[config.mk]
export PLATFORM = sky130hd
export DESIGN_NAME = shift_seq_unit
export DESIGN_NICKNAME = d
export VERILOG_FILES = /design/src/rtl/shift_pkg.sv /design/src/rtl/shift_amt_sel.sv /design/src/rtl/shift_seq_unit.sv
export SDC_FILE = /design/constraint.sdc
export NUM_CORES = 1
export LEC_CHECK = 0
export BUFFER_PORTS_ARGS = -buffer_cell sky130_fd_sc_hd__buf_4
export CAP_MARGIN = 20
export CORE_MARGIN = 2
export CORE_UTILIZATION = 42
export DETAILED_ROUTE_END_ITERATION = 12
export GPL_TIMING_DRIVEN = 1
export PLACE_DENSITY = 0.76
export SYNTH_ARGS = -nofsm -noshare
export SYNTH_HDL_FRONTEND = slang
export SYNTH_SLANG_ARGS = --single-unit
[constraint.sdc]
create_clock -name clk -period 1.95 [get_ports clk]
set_clock_uncertainty 0.1 [all_clocks]
set_input_delay 0.0975 -clock clk [delete_from_list [all_inputs] [get_ports clk]]
set_output_delay 0.0975 -clock clk [all_outputs]
set_load 0.005 [all_outputs]
[src/rtl/shift_pkg.sv]
// Shared encodings for the sequential shifter: op codes, amount-source selects, FSM states.
// Rotate ops count as legal only when SHIFT_ROTATE_EN is defined.
package shift_pkg;

    typedef enum logic [2:0] {
        OP_PASS = 3'b000,
        OP_SLL  = 3'b001,
        OP_SRL  = 3'b010,
        OP_SRA  = 3'b011,
        OP_ROL  = 3'b100,
        OP_ROR  = 3'b101
    } op_e;

    typedef enum logic [1:0] {
        AMT_OFFSET  = 2'b00,
        AMT_CONST   = 2'b01,
        AMT_REGB    = 2'b10,
        AMT_ILLEGAL = 2'b11
    } amt_sel_e;

    typedef enum logic [1:0] {
        S_IDLE  = 2'b00,
        S_SHIFT = 2'b01,
        S_DONE  = 2'b10
    } state_e;

    function automatic logic op_legal(input logic [2:0] op);
        logic ok;
        ok = 1'b0;
        case (op)
            OP_PASS, OP_SLL, OP_SRL, OP_SRA: ok = 1'b1;
`ifdef SHIFT_ROTATE_EN
            OP_ROL, OP_ROR:                  ok = 1'b1;
`endif
            default:                         ok = 1'b0;
        endcase
        return ok;
    endfunction

endpackage

[src/rtl/shift_amt_sel.sv]
// Combinational shift-amount source select; amounts are truncated/zero-extended to SHAMT_W.
// amt_sel=11 yields amount 0 and raises illegal.
module shift_amt_sel
    import shift_pkg::*;
#(
    parameter int DATA_W    = 32,
    parameter int CONST_AMT = 16
) (
    input  logic [1:0]                 amt_sel,
    input  logic [15:0]                offset,
    input  logic [DATA_W-1:0]          reg_b,
    output logic [$clog2(DATA_W)-1:0]  amount,
    output logic                       illegal
);

    localparam int SHAMT_W = $clog2(DATA_W);

    // Only offset[10:6] and the low reg_b bits feed the amount.
    logic unused_bits;
    assign unused_bits = ^{offset, reg_b};

    always_comb begin
        amount  = '0;
        illegal = 1'b0;
        case (amt_sel)
            AMT_OFFSET: amount = SHAMT_W'(offset[10:6]);
            AMT_CONST:  amount = SHAMT_W'(CONST_AMT);
            AMT_REGB:   amount = reg_b[SHAMT_W-1:0];
            default:    illegal = 1'b1;
        endcase
    end

endmodule

[src/rtl/shift_seq_unit.sv]
// Bit-serial shifter: one bit per clock, done pulses amount+1 edges after the accepting edge.
// Starts are only taken in IDLE; rotate ops exist only with SHIFT_ROTATE_EN defined.
module shift_seq_unit
    import shift_pkg::*;
#(
    parameter int DATA_W    = 32,
    parameter int CONST_AMT = 16
) (
    input  logic              clk,
    input  logic              reset,
    input  logic              start,
    input  logic [2:0]        op,
    input  logic [1:0]        amt_sel,
    input  logic [15:0]       offset,
    input  logic [DATA_W-1:0] reg_b,
    input  logic [DATA_W-1:0] data_in,
    output logic              busy,
    output logic              done,
    output logic              err,
    output logic [DATA_W-1:0] result
);

    localparam int SHAMT_W = $clog2(DATA_W);

    state_e              state_q, state_d;
    logic [DATA_W-1:0]   result_q, result_d;
    logic [SHAMT_W-1:0]  cnt_q, cnt_d;
    logic [2:0]          op_q, op_d;
    logic                err_q, err_d;

    logic [SHAMT_W-1:0]  sel_amt;
    logic                sel_illegal;

    shift_amt_sel #(
        .DATA_W    (DATA_W),
        .CONST_AMT (CONST_AMT)
    ) u_amt_sel (
        .amt_sel (amt_sel),
        .offset  (offset),
        .reg_b   (reg_b),
        .amount  (sel_amt),
        .illegal (sel_illegal)
    );

    always_ff @(posedge clk or posedge reset) begin
        if (reset) begin
            state_q  <= S_IDLE;
            result_q <= '0;
            cnt_q    <= '0;
            op_q     <= OP_PASS;
            err_q    <= 1'b0;
        end else begin
            state_q  <= state_d;
            result_q <= result_d;
            cnt_q    <= cnt_d;
            op_q     <= op_d;
            err_q    <= err_d;
        end
    end

    always_comb begin
        state_d  = state_q;
        result_d = result_q;
        cnt_d    = cnt_q;
        op_d     = op_q;
        err_d    = 1'b0;
        case (state_q)
            S_IDLE: begin
                if (start) begin
                    if (!op_legal(op) || sel_illegal) begin
                        err_d = 1'b1;
                    end else begin
                        result_d = data_in;
                        op_d     = op;
                        cnt_d    = (op == OP_PASS) ? '0 : sel_amt;
                        state_d  = S_SHIFT;
                    end
                end
            end
            S_SHIFT: begin
                if (cnt_q != '0) begin
                    cnt_d = cnt_q - SHAMT_W'(1);
                    case (op_q)
                        OP_SLL:  result_d = {result_q[DATA_W-2:0], 1'b0};
                        OP_SRL:  result_d = {1'b0, result_q[DATA_W-1:1]};
                        OP_SRA:  result_d = {result_q[DATA_W-1], result_q[DATA_W-1:1]};
`ifdef SHIFT_ROTATE_EN
                        OP_ROL:  result_d = {result_q[DATA_W-2:0], result_q[DATA_W-1]};
                        OP_ROR:  result_d = {result_q[0], result_q[DATA_W-1:1]};
`endif
                        default: result_d = result_q;
                    endcase
                end else begin
                    state_d = S_DONE;
                end
            end
            S_DONE:  state_d = S_IDLE;
            default: state_d = S_IDLE;
        endcase
    end

    assign busy   = (state_q != S_IDLE);
    assign done   = (state_q == S_DONE);
    assign err    = err_q;
    assign result = result_q;

endmodule

==> results of run 1 <==
routing by layer:
metal | global-route usage [%] | routed length [µm] | share of wire [%] | vias to the layer above
li1 | - | - | - | 1044
met1 | 24.7 | 2640 | 43 | 1019
met2 | 31.3 | 3090 | 51 | 53
met3 | 3.15 | 265 | 4.4 | 6
met4 | 6.07 | 73 | 1.2 | 0
met5 | 0 | 0 | 0 | -
area by class of cell:
cell class / instances / area, µm² / share of cell area, %
flip-flops and latches: 43 / 1080 / 30.2
clock buffers: 6 / 82.6 / 2.32
inverters: 6 / 22.5 / 0.633
well taps: 75 / 93.8 / 2.64
multi-input cells: 175 / 1420 / 39.9
clock inverters: 1 / 5.00 / 0.141
repair buffers: 104 / 858 / 24.1
synth_stat cells, drive strengths merged:
cell / number
a211oi: 1
a21o: 1
a21oi: 4
a22o: 2
a22oi: 1
a31oi: 1
a41oi: 1
and2: 2
buf: 11
clkbuf: 6
dfrtp: 43
ha: 1
inv: 6
mux2: 32
mux2i: 34
nand2: 34
nand2b: 2
nand3: 2
nor2: 5
nor2b: 3
nor3: 2
nor4: 1
nor4b: 1
o21a: 2
o21ai: 34
o221ai: 2
o22ai: 2
o32ai: 1
or3: 2
or3b: 1
xnor2: 1
metrics by stage:
| step | setup WS [ns] | area, µm² | utilization (%) |
|---|---|---|---|
| final | 0.0952 | 3560 | 59.7 |
| after global routing | 0.00828 | 3560 | 59.7 |
| after CTS | 0.0761 | 3530 | 59.2 |
| after detailed placement | 0.102 | 3400 | 57.1 |
| after global placement | 0.109 | 3400 | 57.1 |
| after floorplan | 0.103 | 2600 | - |
flip-flops by register name, indices dropped and copies added, names as in the netlist:
name     flops
cnt_q        5
state_q      2
op_q         3
err          1
result      32
tightest hold or removal path, cell delays in order:
cell and delay, ns:
buf_4 0.10, a21oi_1 0.08, nor2_1 0.10
timing repair:
action | 4_1_cts | 5_1_grt
buffers inserted | 0 | 0
endpoints found under the hold margin | 16 | 0
setup endpoints to repair | 0 | 15
resized for setup | 0 | 1
hold buffers | 4 | 0
how the worst min path moves through the flow:
stage,end,cells past startpoint
final,err,3
after global routing,err,3
after CTS,err,3
after detailed placement,result[8],2
after global placement,result[8],2
after floorplan,op_q[0],1
report_power, final:
group | internal (mW) | switching, mW | total (mW) | leakage, nW
clock network | 0.278 | 0.288 | 0.566 | 0.0470
registers | 1.35 | 0.460 | 1.81 | 0.522
logic | 2.49 | 1.62 | 4.11 | 1.22
total | 4.13 | 2.37 | 6.49 | 1.79
kinds of logic after synthesis:
| kind of cell | count (synthesis) | share of synthesized area [%] |
|---|---|---|
| AO/OA/AOI/OAI | 52 | 12.0 |
| XOR/XNOR | 1 | 0.337 |
| adder cells (fa/ha/maj) | 1 | 0.481 |
| buffers and inverters | 23 | 4.57 |
| flip-flops | 43 | 41.4 |
| multiplexers | 66 | 31.3 |
| AND/OR/NAND/NOR | 55 | 9.91 |
==> out/qor.csv, run 1 <==
stage,metric,value,unit
status,status,finished clean,
layout,layout-drive-gt1-share,43.0,%
sta,whs,0.0353,ns
placement,dp_cells,398,
sta,min_period,1.85,ns
layout,nets,424,
global_routing,track_usage,18.7,%
critical_path,path_cells,inv_1 -> ha_1 -> nor4b_2 -> buf_4 -> o22ai_4 -> nand2_4 -> buf_12 -> mux2_4,
floorplan,die_area,0.00684,mm²
global_routing,grt_overflow,0,
drt,wl_per_cell,14.8,µm
pwr,leakagePower,1.79,nW
cts,clk-insertion-delay-late,0.29,ns
cts,cts_num_sinks,43,
layout,nFillCells,523,
critical_path,timing.rr.start,cnt_q[0],
hold_path,hp-class,input port to register,
sta,max_slew_margin,76.7,%
flow_run,maxCapViolations,0,
sta,fin_setup_tns,0,ns
sta,tightest_slew,0.348,ns
sta,hold_viol_final,0,
layout,area_growth,36.9,%
floorplan,top_level_ports,123,
cts,root_buffer,clkbuf_8,
cts,clk_path_buf_depth,2,
synth,yosysWarningCount,0,
layout,fin_cells,410,
floorplan,placementRows,28,
global_routing,grt_pass1_vias,2074,
synth,synthCells,241,
floorplan,core_area,0.00596,mm²
critical_path,crit_family,buffers and inverters,
critical_path,rr_endpoint,result[9],
floorplan,die_y,82.7,µm
synth,ys_seq_elements,43,
layout,diodes,0,
sta,fin_crit_sh,95.1,%
critical_path,r2r_cells,8,
layout,final_cell_mix,"buf_4 (95), dfrtp_1 (43), mux2i_1 (34), nand2_1 (33), o21ai_0 (32)",
critical_path,worstPathBufferInverterCount,3,
sta,setup_viol,0,
critical_path,worst-r2r-setup-slack,0.1,ns
synth,synth.top_cell.area_share,41.4,%
global_routing,antenna_found_initial,0,
critical_path,cp_data_arrival_time,1.93,ns
layout,final_common_cell,buf_4,
synth,ys_seq_area_share,41.4,%
drt,wirelength,6080,µm
cts,tritoncts,built,
floorplan,start_util,43.7,%
critical_path,worst_setup_path_start_kind,register,
critical_path,endpoint_kind,register,
pwr,cellPowerDensity,1820,mW/mm²
critical_path,criticalPathCategory,register to register,
global_routing,grt_pass1_wl,9850,µm
drt,ant_nets,0,
drt,firstDrtPassIters,4,
critical_path,cp_slowest_cell,dfrtp_1,
hold_path,min-delay-start,amt_sel[0],
sta,rsz0062_at_grt,no,
critical_path,crit_path_end,result[9],
placement,io_buffer_count,84,
cts,cts_max_level,2,
critical_path,cp-startpoint,cnt_q[0],
critical_path,worst-path-max-fanout,12,
placement,hpwl,4430,µm
synth,yosysUniqueCellTypes,36,
pwr,irDropWorstVdd,0.000883,V
drt,vias,2122,
floorplan,die_w,82.7,µm
placement,place_congestion,0.801,
synth,syn-cell-area,0.00260,mm²
global_routing,grt_max_degree,70,
sta,final_max_slew_viol_count,0,
pwr,finalPower,6.49,mW
synth,synth.area.top_cells,"dfrtp_1 (41%), mux2_4 (17%), mux2i_1 (13%), o21ai_0 (6.2%), nand2_1 (4.8%)",
critical_path,critPathRequiredTime,2.02,ns
synth,syn_avg_cell_area,10.8,µm²
cts,cts_buffers,5,
cts,cts.clk_slew.worst_paths,0.08,ns
critical_path,cp_slowest_stage_delay,0.35,ns
critical_path,cp_num_cells,8,
drt,via_per_inst,5.18,
drt,drt_iter0_markers,70,
sta,maxClockFrequency,539,MHz
synth,yosysTopAreaCell,dfrtp_1,
drt,route.detailed.drc,0,
synth,synthesis.nets,330,
(Power assumes the default switching activity.)
==> run 2: changes to the inputs <==
--- a/config.mk
+++ b/config.mk
@@ -8,10 +8,11 @@
 export BUFFER_PORTS_ARGS = -buffer_cell sky130_fd_sc_hd__buf_4
 export CAP_MARGIN = 20
 export CORE_MARGIN = 2
-export CORE_UTILIZATION = 42
+export CORE_UTILIZATION = 44
+export CTS_BUF_LIST = sky130_fd_sc_hd__clkbuf_4
 export DETAILED_ROUTE_END_ITERATION = 12
 export GPL_TIMING_DRIVEN = 1
-export PLACE_DENSITY = 0.76
+export PLACE_DENSITY = 0.79
 export SYNTH_ARGS = -nofsm -noshare
 export SYNTH_HDL_FRONTEND = slang
 export SYNTH_SLANG_ARGS = --single-unit
==> run 2 against run 1 <==
Utilization grew 8.3 points. Total power is 0.54% lower. Critical endpoint is now result[13]. Cell count grew 6.6%. Sequential power about the same.
==> out/qor.csv, run 2 (synthesis results as in run 1) <==
stage,metric,value,unit,change
critical_path,cp_slowest_stage_delay,0.45,ns,+0.10 ns
sta,maxClockFrequency,528,MHz,-2.2%
layout,layout-drive-gt1-share,39.5,%,-3.5 points
critical_path,cp_data_arrival_time,2.03,ns,+0.10 ns
pwr,swShare,37.6,%,+1.2 points
pwr,p_comb_share,65.4,%,+2.1 points
status,status,finished clean,,
critical_path,criticalPathCategory,register to register,,
pwr,p_switching,2.43,mW,+2.6%
floorplan,die_area,0.00654,mm²,-4.3%
layout,final_common_cell,buf_4,,
floorplan,top_level_ports,123,,unchanged
placement,place_congestion,0.798,,-0.34%
sta,tightest_slew,0.553,ns,+0.205 ns
drt,wirelength,6590,µm,+8.5%
critical_path,worst-path-max-fanout,11,,-1
sta,hold_viol_final,0,,unchanged
layout,fin_util,68.1,%,+8.3 points
critical_path,path_cells,or3b_4 -> o22ai_4 -> nand2_4 -> buf_12 -> mux2_4,,
critical_path,crit_family,simple AND/OR/NAND/NOR gates,,
hold_path,hp-class,input port to register,,
sta,max_slew_margin,63.2,%,-14 points
cts,clk-insertion-delay-late,0.34,ns,+0.05 ns
flow_run,maxCapViolations,0,,unchanged
global_routing,grt_pass1_vias,2226,,+7.3%
critical_path,cp_slowest_cell,dfrtp_1,,
critical_path,worst_setup_path_start_kind,register,,
pwr,irDropWorstVdd,0.000896,V,+1.5%
pwr,p_clk_share,6.3,%,-2.4 points
cts,cts_num_sinks,43,,unchanged
cts,root_buffer,clkbuf_4,,
floorplan,placementRows,27,,-3.6%
sta,final_max_slew_viol_count,0,,unchanged
placement,hpwl,4440,µm,+0.28%
cts,tritoncts,built,,
placement,io_buffer_count,84,,unchanged
critical_path,critPathRequiredTime,2.08,ns,+0.06 ns
layout,largest_register_ffs,32,,unchanged
cts,clk_path_buf_depth,2,,unchanged
drt,drt_iter0_markers,88,,+26%
global_routing,track_usage,20.8,%,+2.1 points
layout,stdcell_area,0.00382,mm²,+7.2%
floorplan,die_w,80.9,µm,-2.2%
drt,firstDrtPassIters,4,,unchanged
pwr,cellPowerDensity,1690,mW/mm²,-7.3%
layout,fin_cells,437,,+6.6%
global_routing,grt_overflow,0,,unchanged
pwr,power.internal,4.03,mW,-2.3%
critical_path,worstPathBufferInverterCount,1,,-2
pwr,seq_power_share,28.4,%,+0.5 points
layout,area_growth,46.8,%,
drt,route.detailed.drc,0,,unchanged
floorplan,die_y,80.9,µm,-2.2%
drt,via_per_inst,5.03,,-2.8%
placement,dp_cells,395,,-0.75%
pwr,leakagePower,1.90,nW,+6.1%
floorplan,core_area,0.00561,mm²,-5.8%
sta,setup_viol,0,,unchanged
drt,wl_per_cell,15.1,µm,+1.8%
global_routing,grt_pass1_wl,10700,µm,+8.2%
global_routing,antenna_found_initial,0,,unchanged
cts,cts_buffers,5,,unchanged
drt,vias,2199,,+3.6%
cts,cts.clk_slew.worst_paths,0.13,ns,+0.05 ns
sta,min_period,1.90,ns,+0.0408 ns
floorplan,start_util,46.4,%,+2.7 points
placement,placed_cell_area,0.00340,mm²,-0.11%
layout,nets,454,,+7.1%
layout,diodes,0,,unchanged
sta,fin_crit_sh,97.2,%,+2.1 points
layout,final_cell_mix,"buf_4 (95), dfrtp_1 (43), mux2i_1 (34), dlygate4sd3_1 (34), nand2_1 (33)",,
critical_path,cp_num_cells,5,,-3
drt,ant_nets,0,,unchanged
critical_path,endpoint_kind,register,,
global_routing,grt_max_degree,45,,-36%
cts,cts_max_level,2,,unchanged
critical_path,r2r_cells,5,,-3
pwr,finalPower,6.46,mW,-0.54%
hold_path,whs_path_depth,4,,+1
## run 2: stage by stage
stage	setup slack [ns]	TNS (ns)	hold WS (ns)
floorplan	0.103	0	0.129
global placement	0.0886	0	0.168
detailed placement	0.0869	0	0.171
CTS	0.0596	0	0.000361
global route	-0.0113	-0.0595	0.00444
finish	0.0544	0	0.00835
## run 2: routing by layer
layer / vias to the layer above / wire length (µm) / global-route usage [%]
li1: 1099 / - / -
met1: 1050 / 2940 / 26.7
met2: 48 / 3400 / 36.3
met3: 2 / 209 / 3.78
met4: 0 / 40 / 5.08
met5: - / 0 / 0
## run 2: path summary, 6_finish.rpt
check                                  from          to  slack (ns)
worst min register to register      op_q[0]     op_q[0]        0.46
worst max register to register   state_q[1]  result[13]        0.05
worst min-delay path            data_in[29]  result[29]       0.008
max in group asynchronous             reset  result[13]        1.02
worst max-delay path             state_q[1]  result[13]        0.05
min in group asynchronous             reset  state_q[1]        0.34
## run 2: power groups by stage
stage | logic, mW | clock network (mW) | registers (mW)
4_1_cts | 4.12 | 0.424 | 1.82
6_report | 4.22 | 0.405 | 1.83
3_3_place_gp | 3.93 | 0 | 1.82
5_1_grt | 4.59 | 0.455 | 1.90
3_5_place_dp | 4.07 | 0 | 1.84
2_1_floorplan | 2.77 | 0 | 1.75
## run 2: tightest hold or removal path, stage by stage
cell	delay, ns
buf_4	0.08
nand2_1	0.03
o21ai_0	0.07
mux2_4	0.15
## run 2: repair_timing
| action | in CTS | in global routing |
|---|---|---|
| buffers inserted | 0 | 0 |
| gates resized for setup | 0 | 2 |
| endpoints found under the setup margin | 0 | 1 |
| endpoints found under the hold margin | 74 | 1 |
| hold buffers | 33 | 1 |
## run 2: cell type report
| cell class | count | area, µm² |
|---|---|---|
| fillers | 439 | 1790 |
| multi-input cells | 175 | 1420 |
| clock buffers | 5 | 37.5 |
| flip-flops and latches | 43 | 1080 |
| well taps | 72 | 90.1 |
| repair buffers | 134 | 1160 |
| clock inverters | 2 | 8.76 |
| inverters | 6 | 22.5 |
==> run 3: changes to the inputs <==
--- a/config.mk
+++ b/config.mk
@@ -9,10 +9,10 @@
 export CAP_MARGIN = 20
 export CORE_MARGIN = 2
 export CORE_UTILIZATION = 44
-export CTS_BUF_LIST = sky130_fd_sc_hd__clkbuf_4
+export CTS_BUF_LIST = sky130_fd_sc_hd__clkbuf_8
 export DETAILED_ROUTE_END_ITERATION = 12
 export GPL_TIMING_DRIVEN = 1
-export PLACE_DENSITY = 0.79
+export PLACE_DENSITY = 0.84
 export SYNTH_ARGS = -nofsm -noshare
 export SYNTH_HDL_FRONTEND = slang
 export SYNTH_SLANG_ARGS = --single-unit
==> run 3 against run 2 <==
Sequential share of layout area increased by 1.9 points. Critical path depth grew 3. Sequential cell count did not move. Critical path type unchanged. Combinational power down 3%. Maximum frequency up 1.5%. Largest cell class unchanged. Worst setup slack better by 0.029 ns. Wire length fell by 8.1%. Die area is the same.
==> out/qor.csv, run 3 (synthesis results as in run 1) <==
stage,metric,value,unit,change
floorplan,placementRows,27,,unchanged
drt,wirelength,6060,µm,-8.1%
floorplan,start_util,46.4,%,unchanged
drt,via_per_inst,5.29,,+5.1%
pwr,cellPowerDensity,1850,mW/mm²,+9.1%
cts,root_buffer,clkbuf_8,,
cts,cts.clk_slew.worst_paths,0.08,ns,-0.05 ns
global_routing,grt_max_degree,45,,unchanged
cts,tritoncts,built,,
sta,setup_viol,0,,unchanged
cts,clk-insertion-delay-late,0.29,ns,-0.05 ns
critical_path,criticalPathCategory,register to register,,
critical_path,cp_data_arrival_time,1.94,ns,-0.09 ns
layout,diodes,0,,unchanged
critical_path,critPathRequiredTime,2.02,ns,-0.06 ns
sta,maxClockFrequency,536,MHz,+1.5%
pwr,leakagePower,1.80,nW,-5.4%
global_routing,antenna_found_initial,0,,unchanged
placement,hpwl,4420,µm,-0.41%
pwr,irDropWorstVdd,0.000956,V,+6.7%
cts,cts_setup_buffers,0,,unchanged
drt,wl_per_cell,14.9,µm,-1.0%
layout,final_cell_mix,"buf_4 (94), dfrtp_1 (43), mux2i_1 (34), nand2_1 (33), o21ai_0 (32)",,
hold_path,hp-class,input port to register,,
layout,largest_register_ffs,32,,unchanged
placement,place_ws,0.0662,ns,-0.0208 ns
layout,layout-drive-gt1-share,42.5,%,+3.1 points
status,status,finished clean,,
drt,ant_nets,0,,unchanged
sta,tightest_slew,0.353,ns,-0.200 ns
floorplan,top_level_ports,123,,unchanged
flow_run,maxCapViolations,0,,unchanged
critical_path,worst_setup_path_start_kind,register,,
layout,final_common_cell,buf_4,,
sta,max_slew_margin,76.4,%,+13 points
cts,cts_buffers,5,,unchanged
global_routing,track_usage,19.4,%,-1.4 points
critical_path,worst-path-max-fanout,8,,-3
floorplan,die_area,0.00654,mm²,unchanged
placement,place_congestion,0.841,,+5.3%
cts,cts_num_sinks,43,,unchanged
critical_path,endpoint_kind,register,,
drt,drt_iter0_markers,84,,-4.5%
drt,firstDrtPassIters,4,,unchanged
layout,area_growth,37.3,%,
placement,io_buffer_count,84,,unchanged
cts,cts_max_level,2,,unchanged
sta,final_max_slew_viol_count,0,,unchanged
sta,hold_viol_final,0,,unchanged
pwr,finalPower,6.59,mW,+2.1%
sta,final.setup.worst_slack,0.0833,ns,+0.0289 ns
global_routing,grt_pass1_vias,2111,,-5.2%
sta,fin_crit_sh,95.7,%,-1.5 points
drt,route.detailed.drc,0,,unchanged
global_routing,grt_overflow,0,,unchanged
global_routing,grt_pass1_wl,9870,µm,-7.4%
cts,clk_path_buf_depth,2,,unchanged
floorplan,die_w,80.9,µm,unchanged
sta,min_period,1.87,ns,-0.0289 ns
floorplan,core_area,0.00561,mm²,unchanged
floorplan,die_y,80.9,µm,unchanged
layout,nets,423,,-6.8%
drt,vias,2147,,-2.4%
run 3: worst max-delay path, stage by stage (launching register included):
cell,delay (ns)
dfrtp_1,0.37
inv_1,0.05
ha_1,0.20
nor4b_4,0.13
buf_4,0.15
o22ai_4,0.16
nand2_4,0.11
clkbuf_16,0.19
mux2_4,0.30
run 3: where the power goes:
| group | internal (mW) | switching [mW] | leakage (nW) | total (mW) |
|---|---|---|---|---|
| combinational | 2.48 | 1.62 | 1.22 | 4.10 |
| sequential | 1.35 | 0.484 | 0.522 | 1.84 |
| clock | 0.370 | 0.277 | 0.0554 | 0.647 |
run 3: what timing repair did:
item,4_1_cts,5_1_grt
setup endpoints to repair,0,20
hold endpoints to repair,18,0
hold buffers,4,0
gates resized for setup,0,2
run 3: layer usage:
layer / part of all wire, % / global-route usage [%] / vias up
li1: - / - / 1044
met2: 49 / 32.7 / 73
met3: 5.0 / 3.33 / 15
met4: 2.4 / 7.63 / 0
met5: 0 / 0 / -
met1: 43 / 24.9 / 1015
run 3: metrics by stage:
step / setup TNS, ns / cells / instance area (µm²) / hold WS [ns] / utilization (%)
after floorplan: 0 / 241 / 2600 / 0.129 / -
after CTS: 0 / 405 / 3530 / 0.0221 / 63.0
after detailed placement: 0 / 394 / 3390 / 0.000376 / 60.4
after global routing: -0.0109 / 406 / 3570 / 0.0468 / 63.7
final: 0 / 406 / 3570 / 0.0358 / 63.7
after global placement: 0 / 394 / 3390 / -0.00382 / 60.4
run 3: cell type report:
| cell class | instances | area (µm²) |
|---|---|---|
| clock buffers | 5 | 68.8 |
| repair buffers | 103 | 851 |
| fillers | 456 | 2040 |
| flip-flops and latches | 43 | 1080 |
| clock inverters | 2 | 33.8 |
| inverters | 6 | 22.5 |
| well taps | 72 | 90.1 |
| multi-input cells | 175 | 1430 |
run 3: worst paths after layout:
kind	slack, ns	depth (start not counted)	from	endpoint
setup / recovery	0.08	8	cnt_q[1]	result[25]
hold / removal	0.04	3	amt_sel[0]	err
setup reg to reg	0.08	8	cnt_q[1]	result[25]
hold reg to reg	0.43	1	cnt_q[1]	cnt_q[1]
max in group asynchronous	0.96	4	reset	result[24]
min in group asynchronous	0.23	3	reset	result[8]
